File: src/rtl/roe_pkg.sv
// Shared types and constants for the R.O.E register file.
package roe_pkg;

   localparam int ROE_DW   = 8;
   localparam int ROE_AW   = 4;
   localparam int ROE_NREG = 2 ** ROE_AW;

   typedef logic [ROE_AW-1:0] rf_addr_t;
   typedef logic [ROE_DW-1:0] rf_data_t;

   typedef enum logic [1:0] {
      RF_IDLE,
      RF_CLEAR,
      RF_DONE
   } rf_clr_state_t;

endpackage

File: src/rtl/roe_rf_clear_fsm.sv
// Clear sequencer: sweeps every register index once, then pulses clr_done.
module roe_rf_clear_fsm
   import roe_pkg::*;
#(
   parameter int AW = ROE_AW
) (
   input  logic          clk,
   input  logic          rst_n,
   input  logic          clr_req,
   output logic          busy,
   output logic          clr_done,
   output logic          clr_we,
   output logic [AW-1:0] clr_idx
);

   rf_clr_state_t state_q, state_d;
   logic [AW-1:0] idx_q, idx_d;

   // NOTE: sequential state uses non-blocking assignments so every flop samples pre-edge values.
   always_ff @(posedge clk or negedge rst_n) begin
      if (!rst_n) begin
         state_q <= RF_IDLE;
         idx_q   <= '0;
      end else begin
         state_q <= state_d;
         idx_q   <= idx_d;
      end
   end

   // NOTE: every output of this block gets a default first, so no path can infer a latch.
   always_comb begin
      state_d = state_q;
      idx_d   = idx_q;
      clr_we  = 1'b0;
      case (state_q)
         RF_IDLE: begin
            if (clr_req) begin
               state_d = RF_CLEAR;
               idx_d   = '0;
            end
         end
         RF_CLEAR: begin
            clr_we = 1'b1;
            idx_d  = idx_q + 1'b1;
            if (idx_q == {AW{1'b1}}) state_d = RF_DONE;
         end
         RF_DONE: state_d = RF_IDLE;
         default: state_d = RF_IDLE;
      endcase
   end

   assign busy     = (state_q != RF_IDLE);
   assign clr_done = (state_q == RF_DONE);
   assign clr_idx  = idx_q;

endmodule

File: src/rtl/roe_regfile.sv
// 16 x 8 register file with registered read, pipelined write and hardware clear.
// Define ROE_RF_BYPASS_EN to forward in-flight writes to the read port.
module roe_regfile
   import roe_pkg::*;
#(
   parameter int DW = ROE_DW,
   parameter int AW = ROE_AW
) (
   input  logic          clk,
   input  logic          rst_n,
   input  logic [AW-1:0] rd_addr,
   input  logic          rd_en,
   output logic [DW-1:0] rd_data,
   input  logic          wr_en,
   input  logic [AW-1:0] wr_addr,
   input  logic [DW-1:0] wr_data,
   input  logic          clr_req,
   output logic          busy,
   output logic          clr_done
);

   localparam int NREG = 2 ** AW;

   logic [DW-1:0] mem [NREG];
   logic          wb_vld;
   logic [AW-1:0] wb_addr;
   logic [DW-1:0] wb_data;
   logic          clr_we;
   logic [AW-1:0] clr_idx;
   logic          wr_accept;
   logic [DW-1:0] rd_sel;

   roe_rf_clear_fsm #(.AW(AW)) u_clear_fsm (
      .clk      (clk),
      .rst_n    (rst_n),
      .clr_req  (clr_req),
      .busy     (busy),
      .clr_done (clr_done),
      .clr_we   (clr_we),
      .clr_idx  (clr_idx)
   );

   // Outside busy the FSM is idle, so a concurrent clr_req is being accepted and wins.
   assign wr_accept = wr_en && !busy && !clr_req;

`ifdef ROE_RF_BYPASS_EN
   always_comb begin
      rd_sel = mem[rd_addr];
      if (wr_accept && (wr_addr == rd_addr))
         rd_sel = wr_data;
      else if (wb_vld && (wb_addr == rd_addr))
         rd_sel = wb_data;
   end
`else
   assign rd_sel = mem[rd_addr];
`endif

   always_ff @(posedge clk or negedge rst_n) begin
      if (!rst_n) begin
         wb_vld  <= 1'b0;
         wb_addr <= '0;
         wb_data <= '0;
      end else begin
         wb_vld <= wr_accept;
         if (wr_accept) begin
            wb_addr <= wr_addr;
            wb_data <= wr_data;
         end
      end
   end

   // NOTE: the array is built from flops with async reset because reset must zero every entry.
   always_ff @(posedge clk or negedge rst_n) begin
      if (!rst_n) begin
         for (int i = 0; i < NREG; i++) mem[i] <= '0;
      end else begin
         if (wb_vld) mem[wb_addr] <= wb_data;
         if (clr_we) mem[clr_idx] <= '0;
      end
   end

   always_ff @(posedge clk or negedge rst_n) begin
      if (!rst_n)
         rd_data <= '0;
      else if (busy)
         rd_data <= '0;
      else if (rd_en)
         rd_data <= rd_sel;
   end

endmodule

File: config.mk
export PLATFORM = sky130hd
export DESIGN_NAME = roe_regfile
export DESIGN_NICKNAME = d
export VERILOG_FILES = /design/src/rtl/roe_pkg.sv /design/src/rtl/roe_rf_clear_fsm.sv /design/src/rtl/roe_regfile.sv
export SDC_FILE = /design/constraint.sdc
export NUM_CORES = 1
export LEC_CHECK = 0
export ABC_AREA = 0
export CORE_ASPECT_RATIO = 2
export CORE_MARGIN = 2
export CORE_UTILIZATION = 60
export CTS_CLUSTER_SIZE = 10
export DETAILED_ROUTE_END_ITERATION = 8
export GPL_TIMING_DRIVEN = 1
export PLACE_DENSITY = 0.84
export SLEW_MARGIN = 20
export SYNTH_ARGS = -nofsm -noshare
export SYNTH_HDL_FRONTEND = slang
export SYNTH_SLANG_ARGS = --single-unit
export TNS_END_PERCENT = 1
File: constraint.sdc
create_clock -name clk -period 3.1 [get_ports clk]
set_input_delay 0.31 -clock clk [delete_from_list [all_inputs] [get_ports clk]]
set_output_delay 0.31 -clock clk [all_outputs]
set_load 0.02 [all_outputs]
Word level (Yosys, flattened, before mapping)
Index checks and enable logic that the tools add are counted.
{"block": "op_classes", "n_addsub": 1, "magnitude_cmp": 5, "eq_ne": 5, "muxes": 18, "bitwise": 5, "n_reduce_logical": 12}
{"op": "128-bit 2-to-1 mux", "count": 2}
{"op": "128-bit bitwise AND", "count": 1}
{"op": "128-bit bitwise mux", "count": 1}
{"op": "128-bit NOT", "count": 1}
{"op": "8-bit demux with 4-bit select", "count": 2}
{"op": "8-bit 2-to-1 mux", "count": 6}
{"op": "8-bit binary-select mux with 4-bit select", "count": 1}
{"op": "5-bit greater-or-equal comparator (second input constant)", "count": 3}
{"op": "4-bit NOT with 5-bit output", "count": 3}
{"op": "5-bit by 1-bit < comparator with 1-bit output (second input constant)", "count": 2}
{"op": "4-bit case mux with 2 select lines", "count": 1}
{"op": "2-bit nonzero test", "count": 3}
{"op": "4-bit by 1-bit adder with 4-bit output (second input constant)", "count": 1}
{"op": "4-bit == test (second input constant)", "count": 1}
{"op": "1-bit logical AND", "count": 4}
{"op": "2-bit 2-to-1 mux", "count": 2}
{"op": "4-bit 2-to-1 mux", "count": 1}
{"op": "2-bit case mux with 2 select lines", "count": 1}
{"op": "2-bit AND reduction", "count": 2}
{"op": "2-bit by 1-bit == test with 1-bit output (second input constant)", "count": 1}
{"op": "2-bit == test (second input constant)", "count": 1}
{"op": "1-bit zero test", "count": 2}
{"op": "2-bit zero test", "count": 1}
{"op": "2-bit by 1-bit inequality test with 1-bit output (second input constant)", "count": 1}
{"op": "2 further kinds", "count": 2}
{"block": "totals", "register_bits": 155, "in_bits": 21, "output_inout_bits": 10, "word_cells": 68}

Longest topological paths before layout
Gate-level depths: netlist of the first run.
{"block": "depth", "depth_word": 9, "mapped_depth": 7, "depth_no_buf": 5}

Modules after synthesis
From an unflattened synthesis of the first run, not the netlist that was laid out.
{"block": "unflattened", "cells_unflattened": 773, "hier_area_um2": 7552.2}
{"mod": "roe_regfile", "instances": 1, "cells_each": 748, "area_per_inst_um2": 7262.0, "seq_area_each_um2": 3728.6}
{"mod": "roe_rf_clear_fsm", "instances": 1, "cells_each": 25, "area_per_inst_um2": 290.3, "seq_area_each_um2": 150.1}

Worst setup path before layout of the first run
No wires, ideal clock.
{"block": "synth_path", "path_type": "reg2reg", "from": "register u_clear_fsm.state_q[0]", "to": "register wb_addr[0]", "setup_ps": 125, "arrival_time_ps": 1695, "slack_ps": 1280, "path_stages_with_launch": 7, "period_less_slack_ps": 1820, "path_cell_list": "dfrtp_1 > clkbuf_2 > or2_2 > buf_2 > nor3b_4 > buf_6 > mux2_2"}
{"block": "synth_via", "elab_chain_cells": 4}
{"element": "start, declared", "line_no": "roe_rf_clear_fsm.sv:16", "text": "rf_clr_state_t state_q, state_d;"}
{"element": "start signal, assigned", "line_no": "roe_rf_clear_fsm.sv:25", "text": "state_q <= state_d;"}
{"element": "2-bit nonzero test", "line_no": "roe_rf_clear_fsm.sv:52", "text": "assign busy = (state_q != RF_IDLE);"}
{"element": "net busy", "line_no": "roe_regfile.sv:18", "text": "output logic busy,"}
{"element": "1-bit zero test", "line_no": "roe_regfile.sv:44", "text": "assign wr_accept = wr_en && !busy && !clr_req;"}
{"element": "1-bit logical AND (2 in a row)", "line_no": "roe_regfile.sv:44"}
{"element": "net wr_accept", "line_no": "roe_regfile.sv:30", "text": "logic wr_accept;"}
{"element": "end signal, assigned", "line_no": "roe_regfile.sv:66", "text": "wb_addr <= wr_addr;"}
{"element": "end, declared", "line_no": "roe_regfile.sv:26", "text": "logic [AW-1:0] wb_addr;"}
The timed path passes the listed nets, and every way through them passes these cells.
A chain may end at the register's enable or synchronous reset.

Worst setup path in the final report of the first run
{"block": "layout_path", "from": "register wb_addr[1]", "to": "register mem[40] (netlist name)"}
{"block": "layout_via", "elab_chain_cells": 9}
{"element": "4-bit NOT with 5-bit output (not written as such) (*)", "line_no": "roe_regfile.sv:77", "text": "if (wb_vld) mem[wb_addr] <= wb_data;"}
{"element": "5-bit greater-or-equal comparator (not written as such) / 5-bit by 1-bit < comparator with 1-bit output (equally long branches)", "line_no": "roe_regfile.sv:77"}
{"element": "1-bit logical AND (not written as such)", "line_no": "roe_regfile.sv:77"}
{"element": "8-bit 2-to-1 mux (not written as such)", "line_no": "roe_regfile.sv:77"}
{"element": "8-bit demux with 4-bit select (*)", "line_no": "roe_regfile.sv:77"}
{"element": "128-bit bitwise mux (*)", "line_no": "roe_regfile.sv:77"}
{"element": "128-bit 2-to-1 mux (*)", "line_no": "roe_regfile.sv:77"}
{"element": "128-bit bitwise AND (no source line)"}
{"element": "128-bit 2-to-1 mux (*)", "line_no": "roe_regfile.sv:78", "text": "if (clr_we) mem[clr_idx] <= '0;"}
{"element": "end signal, assigned by index", "line_no": "roe_regfile.sv:77"}
{"element": "end, declared", "line_no": "roe_regfile.sv:24", "text": "logic [DW-1:0] mem [NREG];"}
Every way passes the cells marked *; elsewhere a longest branch is shown, timed or not.

==> impl_metrics.toml, run 1 <==
[global_routing]
grt_usage = 0.3225
grt_pass1_wl_um = 33160
grt_pass1_vias = 6010
grt_max_degree = 87
gr-total-overflow = 0
grt_antenna_before_repair = 0

[worst_hold_path]
worstHoldPathCells = 2
worstHoldPathType = "in -> reg"

[timing]
worstMarginPinSlew_ns = 0.9711
finClkSkew_ns = 0.008283
fin_ws_ns = 0.7425
max_clock_freq_ghz = 0.4242
tns_ns = 0
fin_crit_sh = 0.7605
hold_violations = 0
maxSlewViolCount = 0
finalHoldWorstSlack_ns = 0.4852
setup_violations = 0
period_needed_ns = 2.357
rsz0062_at_grt = "false"
maxSlewHeadroom = 0.3526

[final_layout]
area_delta_synth_final_pct = 12.60
layout_commonest_cell = "dfrtp_1"
final_cell_mix = "dfrtp_1, nand2_1, a21oi_1"
n_antenna_cell = 0
drive_gt1_frac = 0.1122
utilization = 0.6856
fillers = 874
fin_nets = 752

[yosys]
ys_types = 38
ys_ff_latch = 155
syn_area_um2 = 7556
ys_warn_count = 0
syn-num-nets = 743
syn_area_per_cell_um2 = 10.52
synth-seq-area-share = 0.5133
synthCells = 718

[clock_tree]
cts_max_level = 4
clock_latency_ns = 0.43
cts_inserted_buffers = 17
path_clk_slew_ns = 0.07
postCtsSetupRepairBufs = 0
cts.sinks = 155
root_buffer = "clkbuf_16"
cts.repair.resized = 0
cts_tree = "done"
clk_path_buf_depth = 2

[die]
rows = 58
fp.dieW_um = 83.35
dieArea_um2 = 13560
start_util = 0.6089
core-area_um2 = 12410
die_h_um = 162.7
ios = 31

[setup_path]
worst_path_largest_cell_delay_ns = 0.72
path_depth = 4
cp_slowest_cell = "nor2_1"
required_ns = 3.44
worstPathMaxFanout = 27
cp.arrival_ns = 2.70
cp_top_family = "simple AND/OR/NAND/NOR gates"
endpoint_kind = "register"
crit_buf_inv = 0
path_cells = "nand2b_1, nor2_1, nand2_1, a21oi_1"
start_kind = "register"
path_class = "reg -> reg"
r2r_cells = 4

[detailed_routing]
routedWlPerCell_um = 23.40
final_antenna_net_count = 0
vias = 5980
viasPerCell = 6.719
drc_errors = 0
drt-total-wl_um = 20830
initialDrtViolationCount = 774
drt-pass1-iter-count = 5

[flow_run]
drv_cap = 0

[placement]
place_hpwl_um = 13470
post-place-ws_ns = 0.7085
gp_congestion = 0.9311
port_buffers = 30

[power]
p_leak_nw = 4.111
ir_worst_vdd_v = 0.0005309
power.total_mw = 6.177
p_per_area_nw_per_um2 = 726.0

[run_status]
status = "complete, no violations"
==> synth_stat cells (all sizes together) <==
cell type	n	area share
a21o	1	0.00099
a21oi	80	0.053
a22o	3	0.0035
a22oi	16	0.016
a41oi	1	0.0012
and2	1	0.00083
and3	1	0.00083
buf	19	0.017
clkbuf	37	0.020
dfrtp	155	0.51
ha	4	0.0066
inv	3	0.0015
mux2	20	0.030
mux2i	64	0.085
mux4	24	0.077
nand2	99	0.049
nand2b	6	0.0050
nand3	11	0.0073
nand3b	4	0.0040
nor2	73	0.036
nor2b	3	0.0025
nor3	1	0.00066
nor3b	3	0.0051
nor4	2	0.0017
nor4bb	1	0.0013
o211ai	8	0.0079
o21ai	73	0.048
o21bai	1	0.00099
or2	1	0.00083
or3	3	0.0025
==> cells by family (layout without fill, tap and decap cells) <==
family | Yosys count | after routing | synth area share
buffers and inverters | 59 | 81 | 0.03825
muxes | 108 | 108 | 0.1921
adders and majority gates | 4 | 4 | 0.006624
AOI/OAI and AO/OA | 183 | 183 | 0.1318
and+or+nand+nor | 209 | 209 | 0.1179
DFF | 155 | 155 | 0.5133
==> layer usage <==
layer	share of wire	global-route usage	vias up
met4	0.065	0.1893	0
li1	-	-	2564
met1	0.35	0.4101	2909
met2	0.49	0.5136	390
met3	0.092	0.06488	117
met5	0	0	-
==> worst paths after layout <==
check / from / endpoint / slack (ns)
setup / recovery: wb_addr[1] / mem[40] / 0.74
hold / removal: wr_data[6] / wb_data[6] / 0.49
setup reg to reg: wb_addr[1] / mem[40] / 0.74
hold reg to reg: mem[101] / mem[101] / 0.53
max in group asynchronous: rst_n / u_clear_fsm.clr_idx[0] / 1.77
min in group asynchronous: rst_n / mem[78] / 0.51
==> flip-flops by register name, indices dropped and copies added (netlist names) <==
signal	count
rd_data	8
wb_vld	1
mem	128
u_clear_fsm.clr_idx	4
wb_addr	4
wb_data	8
u_clear_fsm.state_q	2
==> what timing repair did <==
| item | CTS | global route |
|---|---|---|
| endpoints found under the hold margin | 84 | 0 |
| hold buffers | 1 | 0 |
| endpoints found under the setup margin | 0 | 0 |
==> power breakdown <==
part           leakage (nW)  total (mW)  internal (mW)  switching, mW
logic                  1.70        1.14          0.441          0.700
clock network         0.282        2.15           1.29          0.855
registers              2.13        2.89           2.26          0.626
total                  4.11        6.18           4.00           2.18
==> final cells by class <==
| class | count | area (um^2) | share of cell area |
|---|---|---|---|
| Multi-Input combinational cell | 504 | 3388 | 0.3982 |
| Clock inverter | 13 | 167.7 | 0.01971 |
| Timing Repair Buffer | 46 | 431.7 | 0.05074 |
| Tap cell | 150 | 187.7 | 0.02206 |
| Clock buffer | 19 | 442.9 | 0.05206 |
| Sequential cell | 155 | 3879 | 0.4559 |
| Inverter | 3 | 11.26 | 0.001324 |
==> per-stage QoR <==
step	instances	instance area, um^2
after CTS	890	8508
after global placement	857	7888
after floorplan	718	7556
after detailed placement	857	7888
after global routing	890	8508
final	890	8508
No activity file was read; power rests on OpenSTA's default activity.
==> inputs of run 2 (changes only) <==
--- a/config.mk
+++ b/config.mk
@@ -8,11 +8,11 @@
 export ABC_AREA = 0
 export CORE_ASPECT_RATIO = 2
 export CORE_MARGIN = 2
-export CORE_UTILIZATION = 60
+export CORE_UTILIZATION = 55
 export CTS_CLUSTER_SIZE = 10
 export DETAILED_ROUTE_END_ITERATION = 8
 export GPL_TIMING_DRIVEN = 1
-export PLACE_DENSITY = 0.84
+export PLACE_DENSITY = 0.81
 export SLEW_MARGIN = 20
 export SYNTH_ARGS = -nofsm -noshare
 export SYNTH_HDL_FRONTEND = slang
==> constraint.sdc (replaced) <==
create_clock -name clk -period 2.1 [get_ports clk]
set_input_delay 0.21 -clock clk [delete_from_list [all_inputs] [get_ports clk]]
set_output_delay 0.21 -clock clk [all_outputs]
set_load 0.02 [all_outputs]
==> run 2 against run 1 <==
  * Clock power increased by 48%
  * Utilization is 2.9 points lower
  * First-iteration DRC count decreased by 22%
  * Register-to-register slack lost 0.56 ns
  * Hold slack worse by 0.15 ns
  * Via count increased by 3.1%
  * Sequential share of layout area decreased by 1.6 points
  * Global-route usage grew 0.30 points
  * Count of clock-buffer cells in the layout unchanged
  * Total power up 51%
  * Final area grew 3.7%
  * Die area is 8.8% higher
  * Highest routed layer unchanged
==> impl_metrics.toml, run 2 (same netlist as run 1, synthesis figures left out) <==
[worst_hold_path]
worstHoldPathType = "in -> async"

[clock_tree]
clock_latency_ns = 0.42
cts.sinks = 155
postCtsSetupRepairBufs = 0
cts_inserted_buffers = 17
cts_max_level = 4
cts_tree = "done"
path_clk_slew_ns = 0.06
cts.repair.resized = 0
root_buffer = "clkbuf_16"
holdBufCountCts = 1
clk_path_buf_depth = 2

[timing]
setup_violations = 0
maxSlewViolCount = 0
max_clock_freq_ghz = 0.4919
finalHoldWorstSlack_ns = 0.3336
maxSlewHeadroom = 0.3748
hold_violations = 0
worstMarginPinSlew_ns = 0.9378
fin_crit_sh = 0.9680
period_needed_ns = 2.033
rsz0062_at_grt = "false"
finClkSkew_ns = 0.01311
fin_ws_ns = 0.06713

[setup_path]
path_cells = "or2_2, clkdlybuf4s50_1"
crit_buf_inv = 1
r2r_cells = 5
path_depth = 2
rr_startpoint = "wb_addr[3]"
path_class = "reg -> out"
worstPathMaxFanout = 9
r2r_slack_ns = 0.18
r2r_end = "mem[116]"
cp_slowest_cell = "clkdlybuf4s50_1"
cp_top_family = "buffers and inverters"
required_ns = 1.89
cp.arrival_ns = 1.82
worst_path_largest_cell_delay_ns = 0.56
endpoint_kind = "output port"
start_kind = "register"

[global_routing]
gr-total-overflow = 0
grt_max_degree = 63
grt_antenna_before_repair = 0
grt_pass1_vias = 6562
grt_usage = 0.3255
grt_pass1_wl_um = 35560

[detailed_routing]
final_antenna_net_count = 0
vias = 6164
drc_errors = 0
drt-pass1-iter-count = 5
routedWlPerCell_um = 24.05
initialDrtViolationCount = 607
viasPerCell = 6.635
drt-total-wl_um = 22340

[final_layout]
utilization = 0.6568
fin_nets = 786
area_delta_synth_final_pct = 16.81
fillers = 934
n_antenna_cell = 0
drive_gt1_frac = 0.1525
final_cell_mix = "dfrtp_1, nand2_1, a21oi_1"
multi_input_area_um2 = 3388
layout_commonest_cell = "dfrtp_1"
largestRegisters = "mem: 128 flops, rd_data: 8 flops, wb_data: 8 flops"
fin_cells = 929
regArea_um2 = 3879
largest_reg_flops = 128
regMostFlops = "mem"

[power]
p_leak_nw = 4.323
power.total_mw = 9.309
ir_worst_vdd_v = 0.0005601
power.share.clock = 0.341
swShare = 0.3454
power_switching_mw = 3.216
seqPwrFrac = 0.450
comb_power_share = 0.209
p_per_area_nw_per_um2 = 1055
p_int_mw = 6.094

[placement]
place_hpwl_um = 15830
gp_congestion = 0.9257
dp.cells = 896
port_buffers = 30
post-place-ws_ns = -0.08074

[die]
core-area_um2 = 13440
die_h_um = 169.8
ios = 31
start_util = 0.5623
dieArea_um2 = 14750
fp.dieW_um = 86.88
rows = 60

[run_status]
status = "complete, no violations"

[flow_run]
drv_cap = 0
-- run 2: cell count changes in the layout (fill, tap and decap cells not counted), sizes merged --
cell and delta:
buf +34, clkinv +3, clkinvlp -3
-- run 2: layout make-up --
class	instances	share of cell area
repair buffers	80	0.08350
well taps	155	0.02197
flip-flops and latches	155	0.4395
inverters	3	0.001276
clock buffers	19	0.05132
multi-input cells	504	0.3839
clock inverters	13	0.01857
-- run 2: worst max-delay path by stage --
stage | start | to | slack, ns
5_1_grt | u_clear_fsm.state_q[0] | busy | 0.002
6_report | u_clear_fsm.state_q[0] | busy | 0.07
3_3_place_gp | rd_addr[1] | rd_data[6] | -0.02
2_1_floorplan | u_clear_fsm.state_q[0] | wb_addr[0] | 0.28
3_5_place_dp | rd_addr[1] | rd_data[6] | -0.08
4_1_cts | u_clear_fsm.state_q[0] | busy | 0.06
-- run 2: power by group through the flow --
stage | Combinational, mW | Sequential, mW | Clock, mW
after floorplan | 1.58 | 3.54 | 0
after global placement | 1.82 | 4.16 | 0
after detailed placement | 1.90 | 4.18 | 0
after CTS | 1.92 | 4.14 | 3.20
after global routing | 2.10 | 4.21 | 3.33
final | 1.94 | 4.19 | 3.18
-- run 2: per-layer routing --
metal  up-vias  track usage  wire length, um
li1       2623            -                -
met5         -            0                0
met1      3033       0.3336             6974
met3       136      0.06761             1558
met4         0       0.2772             2167
met2       372       0.5466            11640
-- run 2: per-stage QoR --
step           TNS (ns)  area (um^2)
6_report              0         8826
5_1_grt               0         8826
4_1_cts               0         8826
3_5_place_dp    -0.2545         8199
3_3_place_gp   -0.02375         8199
2_1_floorplan         0         7556
==> inputs of run 3 (changes only) <==
--- a/config.mk
+++ b/config.mk
@@ -6,6 +6,7 @@
 export NUM_CORES = 1
 export LEC_CHECK = 0
 export ABC_AREA = 0
+export CAP_MARGIN = 10
 export CORE_ASPECT_RATIO = 2
 export CORE_MARGIN = 2
 export CORE_UTILIZATION = 55
==> results of run 3 <==
Final layout, timing and power as in run 2 (identical DEF).
